[config.mk]
export PLATFORM = sky130hd
export DESIGN_NAME = neighbor_table_update
export DESIGN_NICKNAME = d
export VERILOG_FILES = /design/src/rtl/neighbor_table_update_pkg.sv /design/src/rtl/neighbor_table_update.sv
export SDC_FILE = /design/constraint.sdc
export NUM_CORES = 1
export LEC_CHECK = 0
export CAP_MARGIN = 30
export CORE_MARGIN = 2
export CORE_UTILIZATION = 53
export DETAILED_ROUTE_END_ITERATION = 7
export PLACE_DENSITY = 0.81
export SLEW_MARGIN = 20
export SYNTH_ARGS = -nofsm -noshare
export SYNTH_HDL_FRONTEND = slang
export SYNTH_SLANG_ARGS = --single-unit
[constraint.sdc]
create_clock -name clock -period 3.5 [get_ports clock]
set_input_delay 0.7 -clock clock [delete_from_list [all_inputs] [get_ports clock]]
set_output_delay 0.7 -clock clock [all_outputs]
set_load 0.02 [all_outputs]
[src/rtl/neighbor_table_update_pkg.sv]
// Shared memory map, sizes and result codes for the neighbour table writer and the
// next-hop selector that reads the same table.
package neighbor_table_update_pkg;

  localparam int unsigned WORD_WIDTH    = 16;
  localparam int unsigned MAX_NEIGHBORS = 64;
  localparam int unsigned MAX_SINKS     = 16;
  localparam int unsigned NBR_IDX_W     = 7;
  localparam int unsigned SINK_IDX_W    = 5;

  localparam logic [WORD_WIDTH-1:0] EMPTY_ID     = 16'hFFFF;
  localparam logic [WORD_WIDTH-1:0] SINK_BASE    = 16'h0008;
  localparam logic [WORD_WIDTH-1:0] NBR_ID_BASE  = 16'h0048;
  localparam logic [WORD_WIDTH-1:0] CLUSTER_BASE = 16'h00C8;
  localparam logic [WORD_WIDTH-1:0] BATT_BASE    = 16'h0148;
  localparam logic [WORD_WIDTH-1:0] QVAL_BASE    = 16'h01C8;

  typedef enum logic [1:0] {
    RES_NONE     = 2'b00,
    RES_UPDATED  = 2'b01,
    RES_INSERTED = 2'b10,
    RES_DROPPED  = 2'b11
  } result_e;

  typedef enum logic [3:0] {
    ST_IDLE,
    ST_SCAN,
    ST_WR_ID,
    ST_WR_CL,
    ST_WR_BAT,
    ST_WR_Q,
    ST_SINK_SCAN,
    ST_SINK_WR,
    ST_DONE
  } state_e;

  typedef struct packed {
    logic [WORD_WIDTH-1:0] src_id;
    logic [WORD_WIDTH-1:0] cluster_id;
    logic [WORD_WIDTH-1:0] battery;
    logic [WORD_WIDTH-1:0] qvalue;
    logic                  is_sink;
  } beacon_t;

  // Byte address of 16-bit entry idx in an array starting at base (mod 2^16).
  function automatic logic [WORD_WIDTH-1:0] slot_addr(input logic [WORD_WIDTH-1:0] base,
                                                      input logic [NBR_IDX_W-1:0]  idx);
    return base + {8'd0, idx, 1'b0};
  endfunction

endpackage

[src/rtl/neighbor_table_update.sv]
// Writes one received beacon into the shared neighbour table (update or first-free insert)
// and records sink neighbours in the knownSinks list.
module neighbor_table_update
  import neighbor_table_update_pkg::*;
(
  input  logic                  clock,
  input  logic                  nrst,
  input  logic                  pkt_valid,
  output logic                  pkt_ready,
  input  logic [WORD_WIDTH-1:0] pkt_src_id,
  input  logic [WORD_WIDTH-1:0] pkt_cluster_id,
  input  logic [WORD_WIDTH-1:0] pkt_battery,
  input  logic [WORD_WIDTH-1:0] pkt_qvalue,
  input  logic                  pkt_is_sink,
  input  logic [WORD_WIDTH-1:0] data_in,
  output logic [WORD_WIDTH-1:0] address,
  output logic                  wr_en,
  output logic [WORD_WIDTH-1:0] data_out,
  output logic                  done,
  output logic [1:0]            result,
  output logic [WORD_WIDTH-1:0] neighbor_count
);

  state_e                  r_state;
  beacon_t                 r_bcn;
  logic [NBR_IDX_W-1:0]    r_i;
  logic [NBR_IDX_W-1:0]    r_idx;
  logic [NBR_IDX_W-1:0]    r_free_idx;
  logic                    r_free_vld;
  logic [SINK_IDX_W-1:0]   r_j;
  logic [SINK_IDX_W-1:0]   r_sfree_idx;
  logic                    r_sfree_vld;
  logic                    r_insert;
  logic                    r_pkt_ready;
  logic [WORD_WIDTH-1:0]   r_address;
  logic                    r_wr_en;
  logic [WORD_WIDTH-1:0]   r_data_out;
  logic                    r_done;
  result_e                 r_result;
  logic [WORD_WIDTH-1:0]   r_count;

  logic                    w_hit;
  logic                    w_empty;
  logic                    w_last_nbr;
  logic                    w_last_sink;
  logic                    w_free_any;
  logic [NBR_IDX_W-1:0]    w_free_slot;
  logic                    w_sfree_any;
  logic [SINK_IDX_W-1:0]   w_sfree_slot;
  result_e                 w_fin_result;

  assign w_hit        = (data_in == r_bcn.src_id);
  assign w_empty      = (data_in == EMPTY_ID);
  assign w_last_nbr   = (r_i == NBR_IDX_W'(MAX_NEIGHBORS - 1));
  assign w_last_sink  = (r_j == SINK_IDX_W'(MAX_SINKS - 1));
  // The slot read this cycle counts as free too, so the last entry can be claimed.
  assign w_free_any   = r_free_vld | w_empty;
  assign w_free_slot  = r_free_vld ? r_free_idx : r_i;
  assign w_sfree_any  = r_sfree_vld | w_empty;
  assign w_sfree_slot = r_sfree_vld ? r_sfree_idx : r_j;
  assign w_fin_result = r_insert ? RES_INSERTED : RES_UPDATED;

  always_ff @(posedge clock) begin
    if (!nrst) begin
      r_state     <= ST_IDLE;
      r_bcn       <= '0;
      r_i         <= '0;
      r_idx       <= '0;
      r_free_idx  <= '0;
      r_free_vld  <= 1'b0;
      r_j         <= '0;
      r_sfree_idx <= '0;
      r_sfree_vld <= 1'b0;
      r_insert    <= 1'b0;
      r_pkt_ready <= 1'b1;
      r_address   <= NBR_ID_BASE;
      r_wr_en     <= 1'b0;
      r_data_out  <= '0;
      r_done      <= 1'b0;
      r_result    <= RES_NONE;
      r_count     <= '0;
    end else begin
      r_wr_en <= 1'b0;
      r_done  <= 1'b0;
      case (r_state)
        ST_IDLE: begin
          if (pkt_valid && r_pkt_ready) begin
            r_bcn.src_id     <= pkt_src_id;
            r_bcn.cluster_id <= pkt_cluster_id;
            r_bcn.battery    <= pkt_battery;
            r_bcn.qvalue     <= pkt_qvalue;
            r_bcn.is_sink    <= pkt_is_sink;
            r_i              <= '0;
            r_free_vld       <= 1'b0;
            r_pkt_ready      <= 1'b0;
            r_address        <= NBR_ID_BASE;
            if (pkt_src_id == EMPTY_ID) begin
              r_result <= RES_DROPPED;
              r_done   <= 1'b1;
              r_state  <= ST_DONE;
            end else begin
              r_state <= ST_SCAN;
            end
          end
        end
        ST_SCAN: begin
          if (w_hit) begin
            r_idx      <= r_i;
            r_insert   <= 1'b0;
            r_address  <= slot_addr(CLUSTER_BASE, r_i);
            r_data_out <= r_bcn.cluster_id;
            r_wr_en    <= 1'b1;
            r_state    <= ST_WR_CL;
          end else if (w_last_nbr) begin
            if (w_free_any) begin
              r_idx      <= w_free_slot;
              r_insert   <= 1'b1;
              r_address  <= slot_addr(NBR_ID_BASE, w_free_slot);
              r_data_out <= r_bcn.src_id;
              r_wr_en    <= 1'b1;
              r_state    <= ST_WR_ID;
            end else begin
              r_result <= RES_DROPPED;
              r_done   <= 1'b1;
              r_state  <= ST_DONE;
            end
          end else begin
            if (w_empty && !r_free_vld) begin
              r_free_idx <= r_i;
              r_free_vld <= 1'b1;
            end
            r_i       <= r_i + 7'd1;
            r_address <= slot_addr(NBR_ID_BASE, r_i + 7'd1);
          end
        end
        ST_WR_ID: begin
          if (r_count < WORD_WIDTH'(MAX_NEIGHBORS)) r_count <= r_count + 16'd1;
          r_address  <= slot_addr(CLUSTER_BASE, r_idx);
          r_data_out <= r_bcn.cluster_id;
          r_wr_en    <= 1'b1;
          r_state    <= ST_WR_CL;
        end
        ST_WR_CL: begin
          r_address  <= slot_addr(BATT_BASE, r_idx);
          r_data_out <= r_bcn.battery;
          r_wr_en    <= 1'b1;
          r_state    <= ST_WR_BAT;
        end
        ST_WR_BAT: begin
          r_address  <= slot_addr(QVAL_BASE, r_idx);
          r_data_out <= r_bcn.qvalue;
          r_wr_en    <= 1'b1;
          r_state    <= ST_WR_Q;
        end
        ST_WR_Q: begin
          if (r_bcn.is_sink) begin
            r_j         <= '0;
            r_sfree_vld <= 1'b0;
            r_address   <= SINK_BASE;
            r_state     <= ST_SINK_SCAN;
          end else begin
            r_result <= w_fin_result;
            r_done   <= 1'b1;
            r_state  <= ST_DONE;
          end
        end
        ST_SINK_SCAN: begin
          if (w_hit) begin
            r_result <= w_fin_result;
            r_done   <= 1'b1;
            r_state  <= ST_DONE;
          end else if (w_last_sink) begin
            if (w_sfree_any) begin
              r_address  <= slot_addr(SINK_BASE, {2'b00, w_sfree_slot});
              r_data_out <= r_bcn.src_id;
              r_wr_en    <= 1'b1;
              r_state    <= ST_SINK_WR;
            end else begin
              r_result <= w_fin_result;
              r_done   <= 1'b1;
              r_state  <= ST_DONE;
            end
          end else begin
            if (w_empty && !r_sfree_vld) begin
              r_sfree_idx <= r_j;
              r_sfree_vld <= 1'b1;
            end
            r_j       <= r_j + 5'd1;
            r_address <= slot_addr(SINK_BASE, {2'b00, r_j + 5'd1});
          end
        end
        ST_SINK_WR: begin
          r_result <= w_fin_result;
          r_done   <= 1'b1;
          r_state  <= ST_DONE;
        end
        ST_DONE: begin
          r_pkt_ready <= 1'b1;
          r_state     <= ST_IDLE;
        end
        default: r_state <= ST_IDLE;
      endcase
    end
  end

  assign pkt_ready      = r_pkt_ready;
  assign address        = r_address;
  assign wr_en          = r_wr_en;
  assign data_out       = r_data_out;
  assign done           = r_done;
  assign result         = r_result;
  assign neighbor_count = r_count;

endmodule

* Yosys cells after proc, flatten, opt, wreduce, memory -nomap -nowiden
Cells that the tools add are included.
** Storage, ports and cells
- Register bits :: 156
- Bits in latches :: 0
- Memory bits (writable) :: 0
- Memory bits (read-only) :: 0
- Bits of input ports :: 84
- Output and inout bits :: 53
- Word-level logic and storage cells :: 181
- Memories :: 0
** Cells by class
- Add/sub/neg operators :: 11
- Multipliers :: 0
- Div/mod/pow operators :: 0
- Magnitude comparators :: 1
- Equal/unequal tests :: 33
- Shifts and indexed selects :: 0
- Mux-type cells :: 81
- Bitwise gates (word level) :: 5
- Reductions and logical operators :: 29
** Operator list (count)
- 2-to-1 mux 16 bit :: 14
- case mux 16 bit (7 select lines) :: 1
- case mux 16 bit (5 select lines) :: 1
- 2-to-1 mux 7 bit :: 7
- 2-to-1 mux 4 bit :: 9
- equality test 16 bit (second input constant) :: 2
- case mux 4 bit (8 select lines) :: 1
- inequality test 2 bit (second input constant) :: 14
- 2-to-1 mux 1 bit :: 26
- adder 9 x 8 -> 10 bit (first input constant) :: 2
- 2-to-1 mux 2 bit :: 10
- 2-to-1 mux 5 bit :: 4
- adder 7 x 8 -> 9 bit (first input constant) :: 2
- adder 8 x 8 -> 9 bit (first input constant) :: 2
- adder 16 x 1 -> 16 bit (second input constant) :: 1
- equality test 16 bit :: 1
- equality test 4 x 3 -> 1 bit (second input constant) :: 4
- less-than comparator 16 x 7 -> 1 bit (second input constant) :: 1
- AND reduction 4 bit :: 4
- inequality test 3 bit (second input constant) :: 5
- adder 4 x 6 -> 7 bit (first input constant) :: 2
- case mux 7 bit (2 select lines) :: 1
- AND reduction 6 bit :: 2
- case mux 2 bit (5 select lines) :: 1
- other kinds (25) :: 43

* Depth between registers and ports, before layout
Gate-level depths: netlist of the first run.
- Depth in word-level cells :: 6
- Depth in mapped cells :: 11
- Depth with buffers taken out :: 10

* Least setup slack after synthesis of the first run
OpenSTA, ideal clock, no wires.
- Path type :: register to register
- Start :: register r_state[2]
- End :: register r_address[7] (netlist: address[7])
- Library setup time :: 0.124 ns
- Data arrival time :: 2.356 ns
- Required time :: 3.376 ns
- Slack :: 1.020 ns
- Stages on the path, launching flop included :: 10
- Buffers on the path :: 2
- Clock period less this slack :: 2.480 ns
- Cells stage by stage :: dfxtp_1 buf_2 nor4b_2 buf_2 ha_1 xor2_1 o22ai_1 a31o_2 a211oi_1 o22ai_1
** On the way
- Longest elaborated chain between the ends :: 3
- Elaborated cells on any way between the ends :: 15
- Classes of those cells :: 11 x eq/ne; 1 x mux; 3 x reduce/logical
** Ends and longest elaborated chain
- from (decl) :: RTL line neighbor_table_update.sv:24 : state_e r_state;
- from (signal assigned) :: RTL line neighbor_table_update.sv:65 : r_state <= ST_IDLE;
- from (signal assigned) :: RTL line neighbor_table_update.sv:100 : r_state <= ST_DONE;
- from (signal assigned) :: RTL line neighbor_table_update.sv:102 : r_state <= ST_SCAN;
- equality test 4 x 1 -> 1 bit (tied with other cells) :: RTL line neighbor_table_update.sv:85 : case (r_state)
- inequality test 4 bit (no line) (tied with other cells)
- AND reduction 6 bit (no line)
- to (signal assigned) :: RTL line neighbor_table_update.sv:110 : r_address <= slot_addr(CLUSTER_BASE, r_i);
- to (signal assigned) :: RTL line neighbor_table_update.sv:118 : r_address <= slot_addr(NBR_ID_BASE, w_free_slot);
- to (signal assigned) :: RTL line neighbor_table_update.sv:133 : r_address <= slot_addr(NBR_ID_BASE, r_i + 7'd1);
- to (decl) :: RTL line neighbor_table_update.sv:35 : logic [WORD_WIDTH-1:0] r_address;
Several ways; a longest one is shown, not always the timed one.
A chain may end at the register's enable or synchronous reset.

* Final worst setup path of the first run
- Start :: register r_j[0]
- End :: register r_address[4] (netlist: address[4])
** On the way
- Longest elaborated chain between the ends :: 6
- Elaborated cells on any way between the ends :: 11
- Classes of those cells :: 3 x add/sub; 2 x eq/ne; 5 x mux; 1 x reduce/logical
** Ends and longest elaborated chain
- from (decl) :: RTL line neighbor_table_update.sv:30 : logic [SINK_IDX_W-1:0] r_j;
- from (signal assigned) :: RTL line neighbor_table_update.sv:188 : r_j <= r_j + 5'd1;
- branches (longest 6 deep; another with adder 4 x 6 -> 7 bit)
- to (signal assigned) :: RTL line neighbor_table_update.sv:110
- to (signal assigned) :: RTL line neighbor_table_update.sv:174 : r_address <= slot_addr(SINK_BASE, {2'b00, w_sfree_slot});
- to (signal assigned) :: RTL line neighbor_table_update.sv:189 : r_address <= slot_addr(SINK_BASE, {2'b00, r_j + 5'd1});
Parallel ways; which one is timed is not known. The select of a mux whose other input is x is not followed.

==> results.md, run 1 <==
* Status: finished clean
* Post-route ant nets at 0
* Initial Util at 54.79%
* Least-Margin Pin Slew at roughly 0.79 ns
* CTS Buf Count at 17
* CP cell instances: ha_1 -> and3_1 -> ha_1 -> nor2b_1 -> a221oi_1 -> o31ai_1 -> ha_1 -> a222oi_1 -> a211oi_2
* Max Clk Rate at 335.9 MHz
* Tcrit/Tclk final at 85.06%
* First-pass GRT wire length at 32.33 mm
* Via density at 5.865
* Avg WL per Cell at 17.40 um
* Pre-antenna DRT Iters at 8
* Pins Over Slew Limit at 0
* Cts hold-fix bufs at 0
* Slowest cell delay on critical path at 0.50 ns
* Layout cell share with drive strength beyond 1 at 8.283%
* Sequential Power Share at a little under two fifths
* Largest area contributor in the netlist: dfxtp_1
* Final setup viols at 0
* Worst Path Max Fanout at 17
* Die Height at 121.5 um
* Yosys reg bits at 149
* Crit Path Class: flop to flop
* Pre-CTS WS at 0.2157 ns
* Nets at 1070
* Leak at between 0.003 and 0.004 uW
* Final TNS setup at 0 ns
* Crit path time final at a little under 3 ns
* Fin Hold WS at 0.4578 ns
* CTS sink count at approximately 150
* Die area at 14750 um2
* CP max-delay cell: ha_1
* Ports at 137
* Syn Area/Cell at ~8.3 um2
* Latest clock arrival within the worst-skew pair at 0.43 ns
* Maximum clock insertion buffer count at 2
* Post_cts resized at 0
* Maxcap violations at 0
* Clk pin slew, worst setup/hold paths at 0.07 ns
* Top post-synthesis cells by area: dfxtp_1 41%, nand2_1 9.3%, a21oi_1 7.3%
* HPWL after DPL at 14.28 mm
* Pwr dens at slightly above 600 nW/um2
* CP endpoint kind: flop
* Syn Inst Count at 881
* Core ar. at 13350 um2
* Max_slew headroom at 47.37%
* Overflow after GRT at 0
* IO buf count at 129
* Synth top area share at 40.79%
* Number of synthesized flops with an enable pin at 0
* Hold Vio Cnt, Final at 0
* H-Tree Depth at 4
* Unique masters post-synth at between 70 and 80
* WP data required at 3.80 ns
* CTS root buf: clkbuf_16
* Number of fillers in the final layout at 1096
* # DRC at 0
* Cell mode on critical path: ha_1
* Switching power total at 2010 uW
* Final worst setup slack at between 0.5 and 0.6 ns
* Clock power frac at between 30% and 40%
* Synthesized area at 7313 um2
* DR vias at 6844
* Prevailing post-synth register cell: dfxtp_1
* Pint at 3673 uW
* Iteration-0 DRC Markers at 722
* CP delay by family, top: adder cells
* Synth async-reset ratio at 0%
* # Post-CTS Setup Buffers at 0
* Combinational share of power at 29.9%
* Seq/Total Area, Yosys at 40.79%
* Ys Warns at 0
* All-Layer GR Usage at 27.95%
* Hold crit path type: flop to flop
* CP arrival at 3.28 ns
* Vias in the first global route at between 6000 and 7000
* Placer congestion estimate at 0.9473
* Crit path buf inv count at 0
* Unrepaired setup endpoints after global routing: false
* Peak VDD IR at between 0.3 and 0.4 mV
* Skew final at 0.009065 ns
* Row Count at 42
* CTS tree: built
* Pin count of the biggest net entering global routing at 92
* Routed WL at ~20 mm
* Final Core Density at 69.21%
* Width of the die at 121.5 um
* Startpoint types: flop
* Layout area overhead at 26.31%
* Antenna violations before repair at 1
* Sw frac at 35.36%
cells in the final DEF (no fill, tap or decap), types with 16 or more instances in the layout:
| cell | count |
|---|---|
| xnor2_1 | 28 |
| nand2_1 | 182 |
| buf_4 | 18 |
| mux2i_1 | 26 |
| a222oi_1 | 18 |
| clkbuf_16 | 17 |
| clkdlybuf4s50_1 | 129 |
| a311oi_1 | 18 |
| nand4_1 | 20 |
| nand3_1 | 16 |
| nor2_1 | 47 |
| dfxtp_1 | 149 |
| a21oi_1 | 106 |
power groups by stage:
| stage | clock network, uW | registers (uW) | logic (uW) |
|---|---|---|---|
| after floorplan | 0 | 2260 | 992 |
| after global placement | 0 | 2210 | 1660 |
| after detailed placement | 0 | 2210 | 1680 |
| after CTS | 1830 | 2170 | 1690 |
| after global routing | 1890 | 2210 | 1850 |
| final | 1810 | 2180 | 1700 |
final cells by class:
cell class	count	area, um2	share of cell area, %
Multi-Input combinational cell	651	3943	42.68
Sequential cell	149	2983	32.29
Timing Repair Buffer	149	1466	15.87
Clock buffer	17	425.4	4.605
Tap cell	176	220.2	2.384
Clock inverter	15	162.7	1.761
Inverter	9	35.03	0.3792
Antenna cell	1	2.502	0.02709
worst paths after layout:
path,from,endpoint,slack (ns),cells past startpoint
max reg2reg,r_j[0],address[4],0.52,9
min,r_bcn[14],r_bcn[14],0.46,2
max,r_j[0],address[4],0.52,9
min reg2reg,r_bcn[14],r_bcn[14],0.46,2
flip-flops by register name (all words and copies together), names as in the netlist, 7 cells and up:
signal and cells:
r_free_idx 7, r_bcn 65, r_idx 7, data_out 16
r_i 7, neighbor_count 16, address 9
stage by stage:
| stage | instance area [um2] | total power, uW | cells |
|---|---|---|---|
| after detailed placement | 8647 | 3889 | 1134 |
| after global routing | 9235 | 5945 | 1166 |
| after global placement | 8647 | 3869 | 1134 |
| after floorplan | 7336 | 3253 | 887 |
| final | 9238 | 5683 | 1167 |
| after CTS | 9235 | 5694 | 1166 |
synth_stat cells, drive strengths merged, types with 7 or more instances:
cell / instances
buf: 36
nand2: 184
a211oi: 16
a31oi: 9
and3: 8
ha: 9
nor2: 47
dfxtp: 149
nand4: 21
nor3: 12
nand3: 17
a21oi: 109
clkbuf: 42
a311oi: 20
nand2b: 7
xor2: 7
mux2i: 26
o21ai: 13
inv: 9
and2: 13
xnor2: 28
a222oi: 18
metal layers:
metal | global-route usage [%] | wire length [um] | share of wire (%) | vias to the layer above
met5 | 0 | 0 | 0 | -
met4 | 11.14 | 538 | 2.6 | 0
met3 | 6.485 | 1323 | 6.5 | 39
met2 | 45.72 | 9872 | 49 | 271
met1 | 35.63 | 8571 | 42 | 3183
li1 | - | - | - | 3351
cell families after synthesis:
| family | after synthesis | synth area share, % |
|---|---|---|
| fa+ha+maj | 9 | 1.540 |
| compound gates | 228 | 21.54 |
| xor+xnor | 35 | 4.192 |
| mux | 27 | 3.713 |
| simple gates | 345 | 22.33 |
| other cells | 1 | 0.05128 |
| flops | 149 | 40.79 |
| buf+inv | 87 | 5.851 |
worst min-delay path: stages, from the launching register on:
cell	delay [ns]
dfxtp_1	0.31
nand2_1	0.05
a21oi_1	0.05
(Power assumes the default switching activity.)
==> inputs of run 2 (changes only) <==
SKIP_CTS_REPAIR_TIMING = 1   (was unset)
==> results of run 2 <==
No change in the layout: final DEF, timing and power equal those of run 1.
